===== config.mk =====
export PLATFORM = sky130hd
export DESIGN_NAME = br_flow_token_bucket
export DESIGN_NICKNAME = d
export VERILOG_FILES = /design/src/rtl/br_flow_token_bucket_pkg.sv /design/src/rtl/br_counter.sv /design/src/rtl/br_flow_token_bucket_timer.sv /design/src/rtl/br_flow_token_bucket.sv
export SDC_FILE = /design/constraint.sdc
export NUM_CORES = 1
export LEC_CHECK = 0
export CORE_MARGIN = 5
export CORE_UTILIZATION = 35
export DETAILED_ROUTE_END_ITERATION = 8
export HOLD_SLACK_MARGIN = 0.08
export SLEW_MARGIN = 10
export SYNTH_ARGS = -nofsm -noshare
export SYNTH_HDL_FRONTEND = slang
export SYNTH_SLANG_ARGS = --single-unit

===== constraint.sdc =====
create_clock -name clk -period 4.15 [get_ports clk]
set_input_delay 1.0375 -clock clk [delete_from_list [all_inputs] [get_ports clk]]
set_output_delay 1.0375 -clock clk [all_outputs]
set_load 0.02 [all_outputs]

===== src/rtl/br_flow_token_bucket_pkg.sv =====
// br_flow_token_bucket_pkg: default configuration constants for the token-bucket rate limiter.
package br_flow_token_bucket_pkg;
    localparam int DefaultWidth = 1;
    localparam int DefaultMaxTokens = 8;
    localparam int DefaultMaxRefill = 1;
    localparam int DefaultMaxPeriod = 16;
endpackage


===== src/rtl/br_counter.sv =====
// br_counter: up/down counter with per-cycle increment and decrement, optional saturation or wrap.
module br_counter #(
    parameter int MaxValue = 1,
    parameter int MaxIncrement = 1,
    parameter int MaxDecrement = 1,
    parameter bit EnableSaturate = 0,
    parameter bit EnableWrap = 1,
    localparam int ValueWidth = $clog2(MaxValue + 1),
    localparam int IncrWidth = $clog2(MaxIncrement + 1),
    localparam int DecrWidth = $clog2(MaxDecrement + 1)
) (
    input  logic                  clk,
    input  logic                  rst,
    input  logic                  reinit,
    input  logic [ValueWidth-1:0] initial_value,
    input  logic                  incr_valid,
    input  logic [IncrWidth-1:0]  incr,
    input  logic                  decr_valid,
    input  logic [DecrWidth-1:0]  decr,
    output logic [ValueWidth-1:0] value
);
    localparam int W = ValueWidth + IncrWidth + DecrWidth + 1;
    logic [W-1:0] up, dn, nxt;
    always_comb begin
        up = W'(value) + (incr_valid ? W'(incr) : '0);
        dn = decr_valid ? W'(decr) : '0;
        nxt = up < dn ? (EnableWrap ? up + W'(MaxValue + 1) - dn : '0)
            : up - dn > W'(MaxValue) ? (EnableSaturate ? W'(MaxValue) : up - dn - W'(MaxValue + 1))
            : up - dn;
    end
    always_ff @(posedge clk) begin
        if (rst || reinit) value <= initial_value;
        else value <= ValueWidth'(nxt);
    end
endmodule


===== src/rtl/br_flow_token_bucket_timer.sv =====
// br_flow_token_bucket_timer: free-running refill timer, pulses refill once every period cycles.
module br_flow_token_bucket_timer
    import br_flow_token_bucket_pkg::*;
#(
    parameter int MaxPeriod = DefaultMaxPeriod,
    localparam int PeriodWidth = $clog2(MaxPeriod + 1)
) (
    input  logic                   clk,
    input  logic                   rst,
    input  logic [PeriodWidth-1:0] period,
    output logic                   refill
);
    logic [PeriodWidth-1:0] timer;
    logic [PeriodWidth:0] timer_inc;
    // >= rather than == so a period shrunk below the current phase still fires
    assign timer_inc = (PeriodWidth + 1)'(timer) + (PeriodWidth + 1)'(1);
    assign refill = period != '0 && timer_inc >= (PeriodWidth + 1)'(period);
    always_ff @(posedge clk) begin
        if (rst) timer <= '0;
        else timer <= (refill || period == '0) ? '0 : PeriodWidth'(timer_inc);
    end
endmodule


===== src/rtl/br_flow_token_bucket.sv =====
// br_flow_token_bucket: token-bucket rate limiter on a valid/ready flow.
// Optional BR_FLOW_TOKEN_BUCKET_STALL_COUNT_EN adds a saturating stall_cycles counter.
module br_flow_token_bucket
    import br_flow_token_bucket_pkg::*;
#(
    parameter int Width = DefaultWidth,
    parameter int MaxTokens = DefaultMaxTokens,
    parameter int MaxRefill = DefaultMaxRefill,
    parameter int MaxPeriod = DefaultMaxPeriod,
    localparam int TokenWidth = $clog2(MaxTokens + 1),
    localparam int RefillWidth = $clog2(MaxRefill + 1),
    localparam int PeriodWidth = $clog2(MaxPeriod + 1)
) (
    input  logic                   clk,
    input  logic                   rst,
    input  logic [PeriodWidth-1:0] period,
    input  logic [RefillWidth-1:0] refill_amount,
    input  logic                   push_valid,
    output logic                   push_ready,
    input  logic [Width-1:0]       push_data,
    output logic                   pop_valid,
    input  logic                   pop_ready,
    output logic [Width-1:0]       pop_data,
    output logic [TokenWidth-1:0]  tokens,
    output logic                   refill
`ifdef BR_FLOW_TOKEN_BUCKET_STALL_COUNT_EN
    ,
    output logic [15:0]            stall_cycles
`endif
);
    logic has_token, consume;
    assign has_token = tokens != '0;
    assign pop_valid = push_valid && has_token;
    assign push_ready = pop_ready && has_token;
    assign pop_data = push_data;
    assign consume = push_valid && push_ready;

    br_flow_token_bucket_timer #(.MaxPeriod(MaxPeriod)) u_timer (
        .clk(clk),
        .rst(rst),
        .period(period),
        .refill(refill)
    );

    br_counter #(
        .MaxValue(MaxTokens),
        .MaxIncrement(MaxRefill),
        .MaxDecrement(1),
        .EnableSaturate(1),
        .EnableWrap(0)
    ) u_tokens (
        .clk(clk),
        .rst(rst),
        .reinit(1'b0),
        .initial_value(TokenWidth'(MaxTokens)),
        .incr_valid(refill),
        .incr(refill_amount),
        .decr_valid(consume),
        .decr(1'b1),
        .value(tokens)
    );

`ifdef BR_FLOW_TOKEN_BUCKET_STALL_COUNT_EN
    always_ff @(posedge clk) begin
        if (rst) stall_cycles <= '0;
        else if (push_valid && !has_token && stall_cycles != '1) stall_cycles <= stall_cycles + 16'd1;
    end
`endif

    a_refill_range: assert property (@(posedge clk) disable iff (rst) refill_amount <= RefillWidth'(MaxRefill));
    a_period_range: assert property (@(posedge clk) disable iff (rst) period <= PeriodWidth'(MaxPeriod));
    a_push_stable: assert property (@(posedge clk) disable iff (rst) push_valid && !push_ready |=> push_valid);
    a_tokens_range: assert property (@(posedge clk) disable iff (rst) tokens <= TokenWidth'(MaxTokens));
    a_no_token_gate: assert property (@(posedge clk) disable iff (rst) !has_token |-> !pop_valid && !push_ready);
endmodule


**Word level (Yosys, flattened, before mapping)**

Index checks and enable logic that the tools add are counted.

- Add/subtract/negate cells: 3
- $lt $le $gt $ge: 3
- Multiplexer cells: 4
- Reduce and logical (&&, ||, !) cells: 10

Operator list:

| cell | number |
|---|---|
| $mux 4 | 2 |
| $add 4x7->7 | 1 |
| $gt 7x4->1 const B | 1 |
| $lt 7x7->1 | 1 |
| $sub 7x1->7 | 1 |
| $add 5x1->6 const B | 1 |
| $ge 6x5->1 | 1 |
| $logic_not 5->1 | 1 |
| $reduce_bool 5->1 | 1 |
| $logic_and 1x1->1 | 4 |
| $reduce_bool 4->1 | 1 |
| $reduce_or 3->1 | 1 |
| $mux 1 | 2 |
| $reduce_or 2->1 | 1 |
| $logic_or 1x1->1 | 1 |

- Register bits: 9
- Input port bits: 11
- Output and inout port bits: 8
- Logic and storage cells: 23

**Logic depth before layout (Yosys ltp)**

- Depth after elaboration: 9
- Mapped depth: 15
- Depth with buffers taken out: 15

**Modules after synthesis**

A second synthesis with hierarchy kept.

- Cells, all modules: 83
- Area, all modules: 739.5 um^2

By module, submodules not included:

| module | times used | cells each | area an instance (um^2) | seq. area each (um^2) |
|---|---|---|---|---|
| br_flow_token_bucket_timer | 1 | 40 | 380.4 | 100.1 |
| br_counter | 1 | 35 | 311.5 | 80.1 |
| br_flow_token_bucket | 1 | 8 | 47.5 | 0.0 |

**Least setup slack after synthesis**

No wires, ideal clock.

- Kind: input to register
- From: input period[0]
- To: register u_tokens.value[2]
- Library setup time: 96 ps
- Data arrival time: 3613 ps
- Data required time: 4054 ps
- Setup slack: 441 ps
- Stages: 13
- Buffers on the path: 0
- Path through: ha_1 > nand2b_4 > a2111oi_4 > o221ai_2 > and3_2 > ha_1 > ha_1 > inv_1 > ha_1 > nand3_1 > a31oi_1 > o31ai_1 > nor4b_1

- Cells in the longest elaborated chain, start to end: 7
- Elaborated cells on any way between the ends: 9
- Classes of those cells: add/sub (2); order compare (3); mux (1); reduce/logical (3)

Ends and longest elaborated chain:

| what | line | source |
|---|---|---|
| from (decl) | br_flow_token_bucket.sv:16 | `input logic [PeriodWidth-1:0] period,` |
| $ge 6x5->1 / $reduce_bool 5->1 (equally long branches) | br_flow_token_bucket_timer.sv:17 | `assign refill = period != '0 && timer_inc >= (PeriodWidth + 1)'(period);` |
| $logic_and 1x1->1 (*) | br_flow_token_bucket_timer.sv:17 |  |
| $mux 1 (*) | br_counter.sv:25 | `up = W'(value) + (incr_valid ? W'(incr) : '0);` |
| $add 4x7->7 (*) | br_counter.sv:25 |  |
| $sub 7x1->7 | br_counter.sv:28 | `: up - dn > W'(MaxValue) ? (EnableSaturate ? W'(MaxValue) : up - dn - W'(MaxValue + 1))` |
| $gt 7x4->1 | br_counter.sv:28 |  |
| $reduce_or 3->1 (no source line) | - |  |
| to (signal assigned) | br_counter.sv:32 | `if (rst \|\| reinit) value <= initial_value;` |
| to (signal assigned) | br_counter.sv:33 | `else value <= ValueWidth'(nxt);` |
| to (decl) | br_counter.sv:20 | `output logic [ValueWidth-1:0] value` |

Every way passes the cells marked *; elsewhere a longest branch is shown, timed or not.
A chain may end at the register's enable or synchronous reset.

**Worst setup path in the final report**

- From: input period[0]
- To: output refill

- Cells in the longest elaborated chain, start to end: 2
- Elaborated cells on any way between the ends: 3
- Classes of those cells: order compare (1); reduce/logical (2)

Ends and longest elaborated chain:

| what | line | source |
|---|---|---|
| $ge 6x5->1 / $reduce_bool 5->1 (equally long branches) | br_flow_token_bucket_timer.sv:17 |  |
| $logic_and 1x1->1 (*) | br_flow_token_bucket_timer.sv:17 |  |
| to (decl) | br_flow_token_bucket.sv:25 | `output logic refill` |

Marked as above.

==> metrics <==
crit end category output port; worst-path fanout max 3; Min Hold Slack slightly above 500 ps; via/cell ratio 4.76; leak pwr ~0.00043 uW; Die ar. 3090 um2; Port Buffers 16; total power 261 uW; TritonCTS clock tree built; Distinct cells, synth 29; vias in the first global route 632; global-route wire length before repair 2770 um; post-route ant nets 0; final hold violations 0; Seq cells post-synth 9; CTS Buf Count 3; antenna violations before repair 0; RR Startpoint u_timer.timer[0]; WL final 1540 um; Antenna Cells 0; RSZ-0062 raised after global routing no; maxcap violations 0; routed len/inst 11.1 um; VDD IR-drop max 0.161 mV; Via Count 657; synthesized area ~730 um2; Clock Latency Late Sink 260 ps; Min Clock Period, post-route 3930 ps; layout cell share with drive strength beyond 1 14.4%; Critical Path AT between 2000 and 3000 ps; Post-CTS Repair Setup Buffers 0; Layout Skew between 0.3 and 0.4 ps; GRT Total Usage 11.0%; Pins Over Slew Limit 0; Mapped Nets 107; Ys Warns 0; Max Root-Sink Buffers 2; hold buffer count at CTS 0; die height between 50 and 60 um; Post-Layout Cell Count 138; CTS Sinks 9; largest net degree at the start of global routing 11; Fill cells 201; H-tree levels 1; placed cell areas ~960 um2; router iterations before antenna repair 4; cts repair resizes 1; CP required 3110 ps; area growth from synthesis to layout 35.6%; Post-route DRC 0; Starting Density a little under two fifths; GR Overflow Total 0; cell count after synthesis 86; die width between 50 and 60 um; Worst Tran Pin Value ~340 ps; sequential fraction of the synthesis area 24.8%; hold_sp u_timer.timer[0]; Post-Synthesis Mean Instance Area ~8.5 um2; min-delay worst type register to register; Final setup viols 0; crit path launch period[0]; status finished, final reports clean; placed insts 134; Non-Filler Cell Area, Final 986 um2; fin crit share a little over nine tenths; Iteration-0 DRC Markers 9; GP Congestion 0.843; clock transition at the registers of the reported paths 60 ps; CP Class input port to output port; std cell rows 16; layout net count approximately 130; Worst setup SP type input port; Core Box Area 1960 um2; Worst slew margin between 70 and 80%; Power Density 265 nW/um2; highest clock rate 254 MHz; io pins 19; Root Buffer clkbuf_4; HPWL after detailed placement between 1000 and 1500 um
[area by class of cell]
class	instances	area [um2]	area share, %
clock buffer	4	26.3	2.66
inverter	10	37.5	3.81
multi-input combinational	65	497	50.4
sequential	9	180	18.3
tap	27	33.8	3.43
timing repair buffer	23	211	21.4
[through the flow]
| step | TNS (ps) | utilization, % | setup WS [ps] |
|---|---|---|---|
| after floorplan | 0 | - | 441 |
| after global placement | -7.48 | 49.0 | -4.63 |
| after detailed placement | -13.6 | 49.0 | -13.6 |
| after CTS | 0 | 50.3 | 192 |
| after global routing | 0 | 50.3 | 110 |
| final | 0 | 50.3 | 219 |
[worst max-delay path, stage by stage]
cell	delay, ps
clkdlybuf4s50_1	420
ha_1	300
nand2b_4	140
a2111oi_4	340
o221ai_2	150
and2_2	180
dlygate4sd2_1	310
[final timing paths]
| path | slack, ps | to | cells past startpoint |
|---|---|---|---|
| max | 220 | refill | 7 |
| min | 510 | u_timer.timer[0] | 1 |
| max reg2reg | 870 | u_tokens.value[2] | 15 |
| min reg2reg | 510 | u_timer.timer[0] | 1 |
[kinds of logic (layout without fill, tap and decap cells)]
logic type,after synthesis,count (layout),synth area share (%)
buffers and inverters,12,37,6.88
xor gates and xnor gates,6,6,7.23
adders and majority gates,10,10,17.2
and+or+nand+nor,38,38,30.6
AOI/OAI and AO/OA,11,11,13.3
DFF,9,9,24.8
[flip-flops by register name, indices dropped and copies added, names as in the netlist]
signal and flops:
u_timer.timer 5, u_tokens.value 4
[cells in the final DEF, fill, tap and decap left out, drive strengths merged]
master	n
nor2b	3
nand2b	3
dfxtp	9
buf	7
and2	3
a21oi	3
nand4	1
nand2	6
o221ai	1
o21ai	2
nand3	5
a31oi	1
clkdlybuf4s50	15
nor2	5
xnor2	3
a2111oi	1
dlygate4sd2	1
inv	10
o21a	1
nor4b	4
or4	1
xor2	3
nor3	4
clkbuf	4
and3	1
nor4	2
o31ai	2
ha	10
[synthesized netlist by cell type]
cell / n / area [um2]
or4_1: 1 / 7.51
and2_1: 2 / 12.5
o21ai_0: 2 / 10.0
dfxtp_1: 9 / 180
nor2_1: 4 / 15.0
a31oi_1: 1 / 6.26
xnor2_1: 3 / 26.3
o221ai_2: 1 / 15.0
and3_2: 1 / 7.51
buf_2: 1 / 5.00
nand3_1: 5 / 25.0
and2_2: 1 / 7.51
a2111oi_4: 1 / 27.5
nor3_1: 4 / 20.0
a21oi_1: 3 / 15.0
nand4_1: 1 / 6.26
o31ai_1: 2 / 15.0
o21a_1: 1 / 7.51
nor4b_1: 4 / 35.0
ha_1: 10 / 125
xor2_1: 3 / 26.3
buf_4: 1 / 7.51
nor2_2: 1 / 6.26
nand2_1: 6 / 22.5
nand2b_4: 1 / 13.8
nor4_1: 2 / 12.5
nor2b_1: 3 / 18.8
inv_1: 10 / 37.5
nand2b_1: 2 / 12.5
[report_power, final]
group | internal (uW) | total [uW] | leakage [uW] | switching [uW]
sequential | 92.6 | 100 | 0.0000734 | 7.70
clock | 37.1 | 67.6 | 0.0000150 | 30.5
combinational | 52.5 | 93.3 | 0.000337 | 40.8
[layer usage]
metal,global-route usage [%],up-vias,wire length (um)
met5,0,-,0
met4,2.08,0,11
met3,5.34,2,85
met2,15.2,17,617
met1,15.4,284,824
li1,-,354,-
Power figures use the tool's default switching activity.
